### src/rtl/prog_divider_pkg.sv
`default_nettype none
// ============================================================================
// Module   : prog_divider_pkg
// Brief    : Shared mode encoding and reset defaults for the programmable divider
// Revision : 1.0
// ============================================================================
package prog_divider_pkg;

    typedef enum logic [1:0] {
        MODE_FREE    = 2'b00,
        MODE_ONESHOT = 2'b01,
        MODE_INVERT  = 2'b10,
        MODE_RSVD    = 2'b11
    } mode_e;

    localparam int c_NUM_CH   = 4;
    localparam int c_CNT_W    = 16;
    localparam int c_DEF_DIV  = 16;
    localparam int c_DEF_DUTY = 4;

endpackage
`default_nettype wire

### src/rtl/prog_divider_ch.sv
`default_nettype none
// ============================================================================
// Module   : prog_divider_ch
// Brief    : One divider/PWM channel with active+pending config and oneshot mode
// Revision : 1.0
// ============================================================================
module prog_divider_ch
    import prog_divider_pkg::*;
#(
    parameter int CNT_W    = c_CNT_W,
    parameter int DEF_DIV  = c_DEF_DIV,
    parameter int DEF_DUTY = c_DEF_DUTY
) (
    input  logic             clk,
    input  logic             rst,
    input  logic             i_wr,
    input  logic [CNT_W-1:0] i_div,
    input  logic [CNT_W-1:0] i_duty,
    input  mode_e            i_mode,
    input  logic             i_en,
    output logic             o_clk_div,
    output logic             o_tick
);

    logic [CNT_W-1:0] r_div_a_q,  w_div_a_d;
    logic [CNT_W-1:0] r_duty_a_q, w_duty_a_d;
    mode_e            r_mode_a_q, w_mode_a_d;
    logic [CNT_W-1:0] r_div_p_q,  w_div_p_d;
    logic [CNT_W-1:0] r_duty_p_q, w_duty_p_d;
    mode_e            r_mode_p_q, w_mode_p_d;
    logic             r_pend_q,   w_pend_d;
    logic [CNT_W-1:0] r_cnt_q,    w_cnt_d;
    logic             r_done_q,   w_done_d;
    logic             r_clk_div_q, w_clk_div_d;
    logic             r_tick_q,   w_tick_d;
    logic             w_wrap;
    logic             w_inv;

    assign w_wrap = i_en && !r_done_q && (r_cnt_q == (r_div_a_q - CNT_W'(1)));
    assign w_inv  = (r_mode_a_q == MODE_INVERT);

    always_comb begin
        w_div_a_d   = r_div_a_q;
        w_duty_a_d  = r_duty_a_q;
        w_mode_a_d  = r_mode_a_q;
        w_div_p_d   = r_div_p_q;
        w_duty_p_d  = r_duty_p_q;
        w_mode_p_d  = r_mode_p_q;
        w_pend_d    = r_pend_q;
        w_cnt_d     = r_cnt_q;
        w_done_d    = r_done_q;
        w_clk_div_d = r_clk_div_q;
        w_tick_d    = 1'b0;

        // Apply the old pending set before capturing a new write, so a write
        // landing on a wrap edge waits for the next wrap.
        if (r_pend_q && (w_wrap || !i_en)) begin
            w_div_a_d  = r_div_p_q;
            w_duty_a_d = r_duty_p_q;
            w_mode_a_d = r_mode_p_q;
            w_pend_d   = 1'b0;
        end
        if (i_wr) begin
            w_div_p_d  = i_div;
            w_duty_p_d = i_duty;
            w_mode_p_d = i_mode;
            w_pend_d   = 1'b1;
        end

        if (!i_en) begin
            w_cnt_d     = '0;
            w_clk_div_d = w_inv;
            w_done_d    = 1'b0;
        end else if (r_done_q) begin
            w_cnt_d     = '0;
            w_clk_div_d = 1'b0;
        end else begin
            w_clk_div_d = (r_cnt_q < r_duty_a_q) ^ w_inv;
            w_cnt_d     = w_wrap ? '0 : r_cnt_q + CNT_W'(1);
            w_tick_d    = w_wrap;
            if (w_wrap && (r_mode_a_q == MODE_ONESHOT)) begin
                w_done_d = 1'b1;
            end
        end
    end

    always_ff @(posedge clk) begin
        if (rst) begin
            r_div_a_q   <= CNT_W'(DEF_DIV);
            r_duty_a_q  <= CNT_W'(DEF_DUTY);
            r_mode_a_q  <= MODE_FREE;
            r_div_p_q   <= CNT_W'(DEF_DIV);
            r_duty_p_q  <= CNT_W'(DEF_DUTY);
            r_mode_p_q  <= MODE_FREE;
            r_pend_q    <= 1'b0;
            r_cnt_q     <= '0;
            r_done_q    <= 1'b0;
            r_clk_div_q <= 1'b0;
            r_tick_q    <= 1'b0;
        end else begin
            r_div_a_q   <= w_div_a_d;
            r_duty_a_q  <= w_duty_a_d;
            r_mode_a_q  <= w_mode_a_d;
            r_div_p_q   <= w_div_p_d;
            r_duty_p_q  <= w_duty_p_d;
            r_mode_p_q  <= w_mode_p_d;
            r_pend_q    <= w_pend_d;
            r_cnt_q     <= w_cnt_d;
            r_done_q    <= w_done_d;
            r_clk_div_q <= w_clk_div_d;
            r_tick_q    <= w_tick_d;
        end
    end

    assign o_clk_div = r_clk_div_q;
    assign o_tick    = r_tick_q;

endmodule
`default_nettype wire

### src/rtl/prog_divider.sv
`default_nettype none
// ============================================================================
// Module   : prog_divider
// Brief    : Multi-channel programmable clock divider / PWM with config decode
// Revision : 1.0
// ============================================================================
module prog_divider
    import prog_divider_pkg::*;
#(
    parameter int NUM_CH   = c_NUM_CH,
    parameter int CNT_W    = c_CNT_W,
    parameter int DEF_DIV  = c_DEF_DIV,
    parameter int DEF_DUTY = c_DEF_DUTY,
    localparam int c_CH_W  = (NUM_CH > 1) ? $clog2(NUM_CH) : 1
) (
    input  logic              clk,
    input  logic              rst,
    input  logic              cfg_wr,
    input  logic [c_CH_W-1:0] cfg_ch,
    input  logic [CNT_W-1:0]  cfg_div,
    input  logic [CNT_W-1:0]  cfg_duty,
    input  logic [1:0]        cfg_mode,
    output logic              cfg_err,
    input  logic [NUM_CH-1:0] en,
    output logic [NUM_CH-1:0] clk_div,
    output logic [NUM_CH-1:0] period_tick
);

    logic  w_ch_ok;
    logic  w_cfg_bad;
    logic  w_wr_ok;
    logic  r_cfg_err_q, w_cfg_err_d;
    mode_e w_mode;

    assign w_ch_ok   = (int'(cfg_ch) < NUM_CH);
    assign w_cfg_bad = (cfg_div == '0) || !w_ch_ok;
    assign w_wr_ok   = cfg_wr && !w_cfg_bad;
    assign w_mode    = mode_e'(cfg_mode);

    always_comb begin
        w_cfg_err_d = cfg_wr && w_cfg_bad;
    end

    always_ff @(posedge clk) begin
        if (rst) begin
            r_cfg_err_q <= 1'b0;
        end else begin
            r_cfg_err_q <= w_cfg_err_d;
        end
    end

    assign cfg_err = r_cfg_err_q;

    for (genvar g = 0; g < NUM_CH; g++) begin : g_ch
        prog_divider_ch #(
            .CNT_W    (CNT_W),
            .DEF_DIV  (DEF_DIV),
            .DEF_DUTY (DEF_DUTY)
        ) u_ch (
            .clk       (clk),
            .rst       (rst),
            .i_wr      (w_wr_ok && (int'(cfg_ch) == g)),
            .i_div     (cfg_div),
            .i_duty    (cfg_duty),
            .i_mode    (w_mode),
            .i_en      (en[g]),
            .o_clk_div (clk_div[g]),
            .o_tick    (period_tick[g])
        );
    end

endmodule
`default_nettype wire

### config.mk
export PLATFORM = sky130hd
export DESIGN_NAME = prog_divider
export DESIGN_NICKNAME = d
export VERILOG_FILES = /design/src/rtl/prog_divider_pkg.sv /design/src/rtl/prog_divider_ch.sv /design/src/rtl/prog_divider.sv
export SDC_FILE = /design/constraint.sdc
export NUM_CORES = 1
export LEC_CHECK = 0
export BUFFER_PORTS_ARGS = -buffer_cell sky130_fd_sc_hd__buf_4
export CORE_MARGIN = 2
export CORE_UTILIZATION = 67
export DETAILED_ROUTE_END_ITERATION = 16
export MAX_ROUTING_LAYER = met4
export PLACE_DENSITY = 0.85
export SETUP_SLACK_MARGIN = 0.1
export SLEW_MARGIN = 25
export SYNTH_ARGS = -nofsm -noshare
export SYNTH_HDL_FRONTEND = slang
export SYNTH_SLANG_ARGS = --single-unit
### constraint.sdc
create_clock -name clk -period 5.8 [get_ports clk]
set_clock_uncertainty 0.05 [all_clocks]
set_input_delay 1.16 -clock clk [delete_from_list [all_inputs] [get_ports clk]]
set_output_delay 1.16 -clock clk [all_outputs]
set_load 0.1 [all_outputs]
# Word level (Yosys, flattened, before mapping)
# Index checks and enable logic that the tools add are counted.
# classes
n_addsub,8
magnitude_cmp,4
n_eq_ne,15
n_mux,24
n_bitwise,8
n_reduce_logical,53
# op_table
cell,count
"16-bit by 1-bit adder with 16-bit output, second input constant",4
16-bit equality test,4
16-bit < comparator,4
"16-bit by 1-bit subtractor with 16-bit output, second input constant",4
1-bit two-way mux,24
1-bit logical AND,22
16-bit zero test,1
4-bit OR reduction,4
"2-bit equality test, second input constant",6
3-bit OR reduction,4
"2-bit by 1-bit equality test with 1-bit output, second input constant",5
1-bit zero test,9
2-bit nonzero test,4
2-bit OR reduction,4
1-bit logical OR,4
1-bit inverter,4
1-bit XOR,4
2-bit zero test,1
# totals
register_bits,353
input_bits,43
out_inout_bits,9
word_cells,157

# Logic depth before layout (Yosys ltp)
# Gate-level depths: netlist of the first run.
# depth
depth_word,7
mapped_depth,14
mapped_depth_nobuf,10

# Modules after synthesis
# From an unflattened synthesis of the first run, not the netlist that was laid out.
# unflattened
cells_unflattened,2392
area_unflattened_um2,20204.4
# modules_own_cells
mod,n_inst,cells_each,area_each_um2,seq_area_each_um2
prog_divider_ch,4,595,5024.8,1761.7
prog_divider,1,12,105.1,20.0

# Least setup slack after synthesis of the first run
# OpenSTA, ideal clock, no wires.
# synth_path
kind,flip-flop to flip-flop
start,reg g_ch[0].u_ch.r_div_a_q[0]
end,reg g_ch[0].u_ch.r_div_a_q[15]
arrival_ns,2.977
required_ns,5.622
path_slack_ns,2.646
stages_incl_launch_ff,14
path_buffers,3
synth_period_minus_slack_ns,3.154
cell_sequence,dfxtp_1 -> inv_1 -> ha_1 -> or3b_2 -> clkbuf_1 -> nor4_1 -> nand2_1 -> nor4_1 -> o32ai_1 -> o32ai_1 -> buf_4 -> buf_4 -> mux2i_1 -> nor2_1
# synth_via
elab_chain_len,5
# synth_rtl
element,line,rtl
"start, declared",prog_divider_ch.sv:25,"logic [CNT_W-1:0] r_div_a_q, w_div_a_d;"
"start signal, assigned",prog_divider_ch.sv:89,r_div_a_q <= CNT_W'(DEF_DIV);
"start signal, assigned",prog_divider_ch.sv:101,r_div_a_q <= w_div_a_d;
16-bit by 1-bit subtractor with 16-bit output,prog_divider_ch.sv:39,assign w_wrap = i_en && !r_done_q && (r_cnt_q == (r_div_a_q - CNT_W'(1)));
16-bit equality test,prog_divider_ch.sv:39,
1-bit logical AND,prog_divider_ch.sv:39,
1-bit logical OR,prog_divider_ch.sv:57,if (r_pend_q && (w_wrap || !i_en)) begin
1-bit logical AND,prog_divider_ch.sv:57,
# Every way passes these cells.
# A chain may end at the register's enable or synchronous reset.

# Final worst setup path of the first run
# layout_path
start,reg g_ch[1].u_ch.r_div_a_q[0]
end,reg g_ch[1].u_ch.r_duty_a_q[7]
# layout_via
elab_chain_len,5
# layout_rtl
element,line,rtl
"start, declared",prog_divider_ch.sv:25,
"start signal, assigned",prog_divider_ch.sv:89,
"start signal, assigned",prog_divider_ch.sv:101,
16-bit by 1-bit subtractor with 16-bit output,prog_divider_ch.sv:39,
16-bit equality test,prog_divider_ch.sv:39,
1-bit logical AND,prog_divider_ch.sv:39,
1-bit logical OR,prog_divider_ch.sv:57,
1-bit logical AND,prog_divider_ch.sv:57,
"end signal, assigned",prog_divider_ch.sv:90,r_duty_a_q <= CNT_W'(DEF_DUTY);
"end signal, assigned",prog_divider_ch.sv:102,r_duty_a_q <= w_duty_a_d;
"end, declared",prog_divider_ch.sv:26,"logic [CNT_W-1:0] r_duty_a_q, w_duty_a_d;"
# Every way passes these cells.

==> results of run 1 <==
[power by group]
group	leakage, nW	switching (W)	internal, W
clock	0.657	0.000993	0.00160
combinational	3.92	0.000193	0.0000784
sequential	2.86	0.0000276	0.00246
[registers in the layout, summed over array words and instances, names as in the netlist]
register and cells:
cfg_err 1, g_ch.u_ch.o_clk_div 4, g_ch.u_ch.o_tick 4, g_ch.u_ch.r_cnt_q 64
g_ch.u_ch.r_div_a_q 64, g_ch.u_ch.r_div_p_q 64, g_ch.u_ch.r_done_q 4, g_ch.u_ch.r_duty_a_q 64
g_ch.u_ch.r_duty_p_q 64, g_ch.u_ch.r_mode_a_q 8, g_ch.u_ch.r_mode_p_q 8, g_ch.u_ch.r_pend_q 4
[worst reg2reg max path, stage by stage, from the launching register on]
cell and delay (ps):
dfxtp_1 360, inv_1 90, ha_1 190, nor4b_1 830, nand3_1 190, xnor2_1 200
or4_1 520, nor4b_1 520, a41oi_4 170, buf_4 330, mux2i_1 300, nor2_1 70
[cell families (layout without fill, tap and decap cells)]
logic type | after synthesis | count (layout) | synth area share [%]
XOR/XNOR | 128 | 128 | 6.704
flip-flops | 353 | 353 | 41.70
adder cells (fa/ha/maj) | 68 | 68 | 5.020
AO/OA/AOI/OAI | 361 | 361 | 12.42
multiplexers | 105 | 105 | 6.209
buffers and inverters | 217 | 227 | 5.840
AND/OR/NAND/NOR | 819 | 819 | 22.11
other | 0 | 2 | 0
[cells in the mapped netlist (4+ instances only)]
master / n
dfxtp_1: 353
nand2_1: 326
nor2_1: 205
a21oi_1: 195
mux2i_1: 104
inv_1: 98
nand3_1: 90
clkbuf_1: 74
xor2_1: 70
ha_1: 68
xnor2_1: 57
o21ai_0: 48
nor3_1: 28
nand4_1: 27
nor4_1: 25
o21ai_1: 22
a21o_1: 21
and3_1: 19
buf_2: 15
nand2b_1: 14
or3_1: 13
buf_4: 11
buf_6: 11
nor2b_1: 11
a31oi_1: 10
or4_1: 10
nor3b_1: 8
nor4b_1: 8
o211ai_1: 8
a211oi_1: 6
and2_1: 6
dlygate4sd1_1: 6
o31ai_1: 6
a2111oi_0: 4
a221oi_1: 4
and4_1: 4
nand3b_1: 4
nand4b_1: 4
or2_2: 4
[routing by layer]
layer / track usage, % / part of all wire, %
met2: 57.16 / 49
met5: - / 0
met4: 13.64 / 3.7
met1: 40.94 / 39
met3: 4.952 / 7.6
[area by class of cell]
cell class / count / area share (%)
Inverter: 98 / 1.973
Tap cell: 330 / 2.214
Clock buffer: 48 / 5.838
Clock inverter: 17 / 1.416
Multi-Input combinational cell: 1481 / 48.02
Sequential cell: 353 / 37.90
Antenna cell: 2 / 0.02684
Timing Repair Buffer: 64 / 2.610
[metrics by stage]
step / instance area (um2) / total power (W) / util [%] / std cells
finish: 18650 / 0.005352 / 74.48 / 2393
detailed placement: 17290 / 0.002808 / 69.05 / 2326
global placement: 17280 / 0.002800 / 69.03 / 2326
CTS: 18640 / 0.005365 / 74.45 / 2391
floorplan: 16950 / 0.002708 / - / 2051
global route: 18650 / 0.005490 / 74.48 / 2393
[final timing paths]
path              slack [ps]                    endpoint                 startpoint  cells after the start
setup / recovery        1830  g_ch[1].u_ch.r_duty_a_q[7]  g_ch[1].u_ch.r_div_a_q[0]                     11
hold / removal           400   g_ch[1].u_ch.r_div_p_q[7]  g_ch[1].u_ch.r_div_p_q[7]                      2
setup reg to reg        1830  g_ch[1].u_ch.r_duty_a_q[7]  g_ch[1].u_ch.r_div_a_q[0]                     11
hold reg to reg          400   g_ch[1].u_ch.r_div_p_q[7]  g_ch[1].u_ch.r_div_p_q[7]                      2
==> results.txt, run 1 <==
die width = 163.0 um
Syn Nets = 2162
Pre-Repair DR Iteration Count = 5
filler cell count = 1854
Seq/Total Area, Yosys = 41.70%
FMAX = 252.1 MHz
clk buf depth = 3
Worst-Margin Slew = 1012 ps
worst setup path class = flop to flop
#FFs+latches synth = 353
Port Buffers = 51
gr ovfl total = 0
H-tree Lvls = 2
Fin. Hold Viols = 0
Buf/Inv on CP = 2
Post-DRT Antenna Nets = 0
root buf cell = clkbuf_16
Hold Crit Class = flop to flop
per-cell routed wire length = 18.41 um
synth top area cells = dfxtp_1, nand2_1, mux2i_1
slowest stage delay, CP = 830 ps
Top FF cell, synth = dfxtp_1
Clock transition at path regs = 60 ps
Die Area = 26580 um2
worst hold slack = 404.3 ps
IO Pins = 52
Lkg Pwr = 7.437 nW
vias in the first global route = 13.78k
total number of vias = 14.52k
initial antenna violation count = 2
worst-path fanout max = 36
CP endpoint kind = flop
Post-synth EDFFs = 0
Avg Cell Area, Syn = 8.263 um2
cts bufs inserted = 36
Data required, critical path = 6120 ps
Crit path max-delay family = simple AND/OR/NAND/NOR gates
Yosys top cell by area = dfxtp_1
gr usage total = 33.89%
Starting DRT DRC Count = 1302
synth warn = 0
CP Cell Sequence = inv_1, ha_1, nor4b_1, nand3_1, xnor2_1, or4_1, nor4b_1, a41oi_4, buf_4, mux2i_1, nor2_1
Multi-input gate area = 8955 um2
vias per cell = 6.067
share of cells above drive strength 1 = 7.763%
pre-CTS setup slack = 1898 ps
setup bufs post-CTS = 0
cell mode on critical path = nor4b_1
Setup TNS = 0 ps
# DRC = 0
Synth Cell Area = 16950 um2
area delta synth->final = 10.03%
Final period util = 68.39%
first-pass GRT wire length = 69.80 mm
FP Rows = 58
Hold Buf Count CTS = 0
status = finished clean
clk sink count = 353
Pins Over Slew Limit = 0
Skew-Pair Late Insertion Delay = 530 ps
detailed placement HPWL = 29.40 mm
post-CTS resize count = 0
Peak VDD IR = 0.2823 mV
pwr/cell area = 287.0 nW/um2
final setup margin = 1834 ps
CP startpoint kind = flop
Max-Cap Viols = 0
Die Ht = 163.0 um
top-area cell type share of the netlist area = 41.70%
core region area = 25040 um2
Rel. slew slack = 31.60%
RePlAce Congestion = 0.9677
fraction of registers with async set/reset = 0%
Critical Path AT = 4290 ps
largest net degree at the start of global routing = 119
most frequent cells in the layout = dfxtp_1, nand2_1, nor2_1, a21oi_1, mux2i_1
Reg area = 7067 um2
slowest CP cell = nor4b_1
starting density of the core = 67.69%
TritonCTS clock tree = built
layout net count = 2145
commonest non-fill, non-tap cell in the layout = dfxtp_1
Yosys cell types = 75
Setup violations, final = 0
Post-Synthesis Cells = 2051
RSZ-0062 raised after global routing = no
min cycle time layout = 3966 ps
WL final = 44.06 mm
Note: power is estimated with default switching activity, not from simulation.
==> run 2: changes to the inputs <==
Settings changed: CORE_UTILIZATION 67 to 63, PLACE_DENSITY 0.85 to 0.81.
Clock period 5.8 ns to 3.8 ns, I/O delays scaled along.
==> run 2 against run 1 <==
Compared with the run above:
- hold slack worse by 3.6 ps
- clock power is 43% higher
- first-iteration DRC count shrank 11%
- total power rose by 48%
- combinational power rose by 56%
- non-clock buffer count grew 23
- global-route usage shrank 2.3 points
- via count decreased by 0.45%
- die area is 6.2% higher
- register-to-register slack worse by 1500 ps
==> results.txt, run 2 (same netlist as run 1, synthesis figures left out) <==
Die Area = 28230 um2
first-pass GRT wire length = 69.61 mm
Final period util = 90.20%
Final Util = 70.45%
Critical Path AT = 3770 ps
gr ovfl total = 0
RePlAce Congestion = 0.9619
Die Ht = 168.0 um
Data required, critical path = 4140 ps
commonest non-fill, non-tap cell in the layout = dfxtp_1
most frequent cells in the layout = dfxtp_1, nand2_1, nor2_1, a21oi_1, mux2i_1
clk sink count = 353
Peak VDD IR = 0.3436 mV
initial antenna violation count = 2
# DRC = 0
WL final = 43.67 mm
Port Buffers = 51
FMAX = 291.8 MHz
reg2reg start = g_ch[2].u_ch.r_div_a_q[0]
Pre-Repair DR Iteration Count = 5
Pins Over Slew Limit = 0
TritonCTS clock tree = built
pwr/cell area = 422.5 nW/um2
share of cells above drive strength 1 = 8.437%
worst setup path class = flop to flop
layout net count = 2169
status = finished clean
core region area = 26650 um2
CP endpoint = g_ch[2].u_ch.r_duty_a_q[13]
starting density of the core = 63.59%
filler cell count = 2086
Worst-Margin Slew = 983.6 ps
CP endpoint kind = flop
detailed placement HPWL = 30.04 mm
Post-DRT Antenna Nets = 0
Rel. slew slack = 34.36%
IO Pins = 52
Hold Buf Count CTS = 0
H-tree Lvls = 2
gr usage total = 31.54%
Fin. Hold Viols = 0
Worst Setup SP = g_ch[2].u_ch.r_div_a_q[0]
Max-Cap Viols = 0
FP Rows = 60
Clock transition at path regs = 70 ps
Starting DRT DRC Count = 1163
Skew-Pair Late Insertion Delay = 540 ps
reg2reg setup slack = 370 ps
r2r worst-path depth = 10
worst-path fanout max = 36
Final Power = 0.007932 W
RSZ-0062 raised after global routing = no
vias per cell = 5.950
Setup TNS = 0 ps
die width = 168.0 um
area delta synth->final = 10.78%
total number of vias = 14.45k
min cycle time layout = 3427 ps
worst hold slack = 400.7 ps
cts bufs inserted = 37
vias in the first global route = 13.60k
Hold Crit Class = flop to flop
clk buf depth = 3
per-cell routed wire length = 17.98 um
Reg2Reg Capture Point = g_ch[2].u_ch.r_duty_a_q[13]
Setup violations, final = 0
root buf cell = clkbuf_16
Lkg Pwr = 7.513 nW
largest net degree at the start of global routing = 114
CP startpoint kind = flop
-- run 2: worst min-delay path by stage --
stage	from	endpoint	slack (ps)	depth (start not counted)
finish	g_ch[3].u_ch.r_div_p_q[5]	g_ch[3].u_ch.r_div_a_q[5]	400	2
global route	g_ch[1].u_ch.r_duty_p_q[4]	g_ch[1].u_ch.r_duty_p_q[4]	420	2
CTS	g_ch[0].u_ch.r_duty_p_q[11]	g_ch[0].u_ch.r_duty_p_q[11]	400	2
detailed placement	g_ch[0].u_ch.r_duty_p_q[11]	g_ch[0].u_ch.r_duty_p_q[11]	400	2
global placement	g_ch[0].u_ch.r_duty_p_q[5]	g_ch[0].u_ch.r_duty_p_q[5]	390	2
floorplan	g_ch[1].u_ch.r_div_p_q[0]	g_ch[1].u_ch.r_div_p_q[0]	390	2
-- run 2: per-layer routing --
metal	part of all wire [%]	global-route usage (%)
met1	41	38.46
met3	6.7	4.654
met5	0	-
met2	48	52.53
met4	4.0	13.16
-- run 2: worst max-delay path, cell delays in order (launching register included) --
cell and delay (ps):
dfxtp_1 310, buf_4 170, or3_1 510, or4_1 500, a32oi_1 280, o21ai_1 130, a2111oi_1 630, a22oi_2 140
buf_12 240, mux2i_1 240, nor2_1 80
-- run 2: stage by stage --
stage               instance area, um2  instances  setup WS [ps]
CTS                              18750       2427          151.5
detailed placement               17510       2360          203.9
finish                           18770       2429          372.6
global route                     18770       2429          117.1
global placement                 17510       2360          371.4
floorplan                        16950       2051          645.7
-- run 2: cell type report --
type	instances	area, um2	share of cell area [%]
multi-input combinational	1481	8961	47.73
sequential	353	7067	37.64
antenna	2	5.005	0.02666
tap	341	426.7	2.273
timing repair buffer	87	704.4	3.752
clock buffer	50	1037	5.525
inverter	98	367.9	1.959
clock inverter	17	205.2	1.093
-- run 2: power breakdown --
part | switching [W] | internal, W
Combinational | 0.000293 | 0.000129
Sequential | 0.0000414 | 0.00376
Clock | 0.00150 | 0.00220
Total | 0.00184 | 0.00609
-- run 2: repair_timing --
action | 4_1_cts | 5_1_grt
buffers inserted | 0 | 0
gates resized for setup | 0 | 3
setup endpoints to repair | 0 | 80
==> run 3: changes to the inputs <==
Settings changed: PLACE_DENSITY 0.81 to 0.8, SYNTH_HIERARCHICAL from default to 1.
==> run 3 against run 2 <==
Compared with the run above:
- via count increased by 26%
- setup slack improved by 300 ps
- sequential cell count unchanged
- clock power about the same
- core utilization decreased by 1.6 points
- largest cell class unchanged
- routed wire length increased by 26%
- critical path type unchanged
- sequential power increased by 1%
- register-to-register slack improved by 300 ps
- maximum frequency increased by 9.7%
- highest routed layer unchanged
- first-iteration DRC count increased by 13%
==> results.txt, run 3 <==
Post-DRT Antenna Nets = 0
most common cell in the netlist = dfxtp_1
Final period util = 82.23%
largest net degree at the start of global routing = 119
r2r worst-path depth = 9
commonest non-fill, non-tap cell in the layout = dfxtp_1
pre-CTS setup slack = 760.6 ps
gr usage total = 33.13%
Die Ht = 183.1 um
Hold Buf Count CTS = 0
total number of vias = 18.24k
FP Rows = 65
Syn Nets = 2503
share of cells above drive strength 1 = 8.308%
Pre-Repair DR Iteration Count = 8
Top FF cell, synth = dfxtp_1
Skew-Pair Late Insertion Delay = 540 ps
min cycle time layout = 3125 ps
final setup margin = 675.4 ps
RSZ-0062 raised after global routing = no
CP Cell Sequence = inv_1, ha_1, or4b_4, o31a_1, nor4_1, o2111ai_1, nor4b_2, or3_1, nor2_1
Lkg Pwr = 7.188 nW
top post-synthesis cells by count = dfxtp_1, nor2_1, nand2_1
cts bufs inserted = 39
slowest CP cell = or4b_4
Seq pwr share = 47.5%
Data required, critical path = 4150 ps
synth warn = 6
synth top area cells = dfxtp_1, mux2i_1, nand4b_1
Seq/Total Area, Yosys = 34.98%
post-CTS resize count = 0
most frequent cells in the layout = dfxtp_1, nor2_1, nand2_1, a31oi_1, nand4b_1
Hold Crit Class = flop to flop
Int Power = 0.006099 W
clk sink count = 353
worst-path fanout max = 16
die width = 183.1 um
root buf cell = clkbuf_16
Rel. slew slack = 30.68%
Peak VDD IR = 0.2973 mV
Die Area = 33520 um2
Worst-Margin Slew = 1040 ps
vias per cell = 6.693
starting density of the core = 64.03%
Final Power = 0.008103 W
Fin. Hold Viols = 0
Max-Cap Viols = 0
initial antenna violation count = 0
status = finished clean
Final Cell Area = 21740 um2
DP Area = 20490 um2
Clock transition at path regs = 60 ps
core region area = 31560 um2
H-tree Lvls = 2
CP startpoint kind = flop
RePlAce Congestion = 0.9590
Yosys top cell by area = dfxtp_1
area delta synth->final = 7.586%
WHS Path Cells = 2
Critical Path AT = 3480 ps
fraction of registers with async set/reset = 0%
pwr/cell area = 372.8 nW/um2
Switch Pwr = 0.002004 W
TritonCTS clock tree = built
worst setup path class = flop to flop
Synth Cell Area = 20200 um2
Setup TNS = 0 ps
Starting DRT DRC Count = 1320
Port Buffers = 51
switching portion of total power = 24.73%
Post-synth EDFFs = 0
IO Pins = 52
vias in the first global route = 16.86k
layout net count = 2410
slowest stage delay, CP = 500 ps
FMAX = 320.0 MHz
Setup violations, final = 0
power share of the combinational group = 7.2%
#FFs+latches synth = 353
worst hold slack = 445.6 ps
clk buf depth = 3
top-area cell type share of the netlist area = 34.98%
first-pass GRT wire length = 87.60 mm
gr ovfl total = 0
CP endpoint kind = flop
# DRC = 0
per-cell routed wire length = 20.16 um
Post-Synthesis Cells = 2392
Pins Over Slew Limit = 0
ANT cells = 0
clock network power share = 45.3%
setup bufs post-CTS = 0
WL final = 54.95 mm
Avg Cell Area, Syn = 8.447 um2
Yosys cell types = 56
detailed placement HPWL = 36.15 mm
run 3: cell types whose count changed in the layout (fill, tap and decap cells not counted), sizes merged, moves of 24 or more:
cell    previous run  this run
nand4b             4       136
o21ai             71        28
o311ai             3       132
nor2             206       269
nor3b              8        53
nor3              28       120
a21oi            195        24
mux2i            104       128
a31oi             10       152
nand3             90        44
nand2            326       164
run 3: power groups by stage:
stage / registers (W) / clock network [W] / logic [W]
floorplan: 0.00391 / 0 / 0.000386
global placement: 0.00392 / 0 / 0.000557
detailed placement: 0.00393 / 0 / 0.000570
CTS: 0.00385 / 0.00370 / 0.000572
global route: 0.00386 / 0.00383 / 0.000625
finish: 0.00385 / 0.00367 / 0.000587
run 3: area by class of cell:
cell class	instances	area, um2
inverters	104	390.4
clock inverters	8	75.07
flip-flops and latches	353	7072
repair buffers	86	740.7
clock buffers	57	1136
well taps	402	503.0
multi-input cells	1715	11820
fillers	2536	9818
run 3: per-stage QoR:
step,std cells,utilization [%]
floorplan,2392,-
global placement,2658,64.92
detailed placement,2658,64.92
CTS,2723,68.76
global route,2725,68.89
finish,2725,68.89
run 3: critical path: cells and delay by family, from the launching register on:
| family | cells | cell delay, ps |
|---|---|---|
| compound gates | 2 | 460 |
| fa+ha+maj | 1 | 200 |
| buf+inv | 1 | 100 |
| flops | 1 | 370 |
| simple gates | 5 | 1810 |
run 3: per-layer routing:
layer / wire length, um / track usage [%]
met5: 0 / -
met4: 1649 / 11.36
met3: 3485 / 4.865
met2: 25650 / 53.68
met1: 24160 / 42.48
run 3: logic make-up (layout without fill, tap and decap cells):
| family | Yosys count | in the layout | synth area share [%] |
|---|---|---|---|
| buf+inv | 324 | 255 | 6.614 |
| compound gates | 432 | 432 | 15.75 |
| fa+ha+maj | 68 | 68 | 4.211 |
| mux | 128 | 128 | 6.341 |
| simple gates | 967 | 967 | 26.90 |
| flops | 353 | 353 | 34.98 |
| xor+xnor | 120 | 120 | 5.202 |
run 3: path summary, 6_finish.rpt:
kind / endpoint / from / slack [ps]
hold / removal: g_ch[2].u_ch/r_div_a_q[7] / g_ch[2].u_ch/r_div_p_q[7] / 450
hold reg to reg: g_ch[2].u_ch/r_div_a_q[7] / g_ch[2].u_ch/r_div_p_q[7] / 450
setup reg to reg: g_ch[0].u_ch/r_cnt_q[2] / g_ch[0].u_ch/r_div_a_q[0] / 680
setup / recovery: g_ch[0].u_ch/r_cnt_q[2] / g_ch[0].u_ch/r_div_a_q[0] / 680
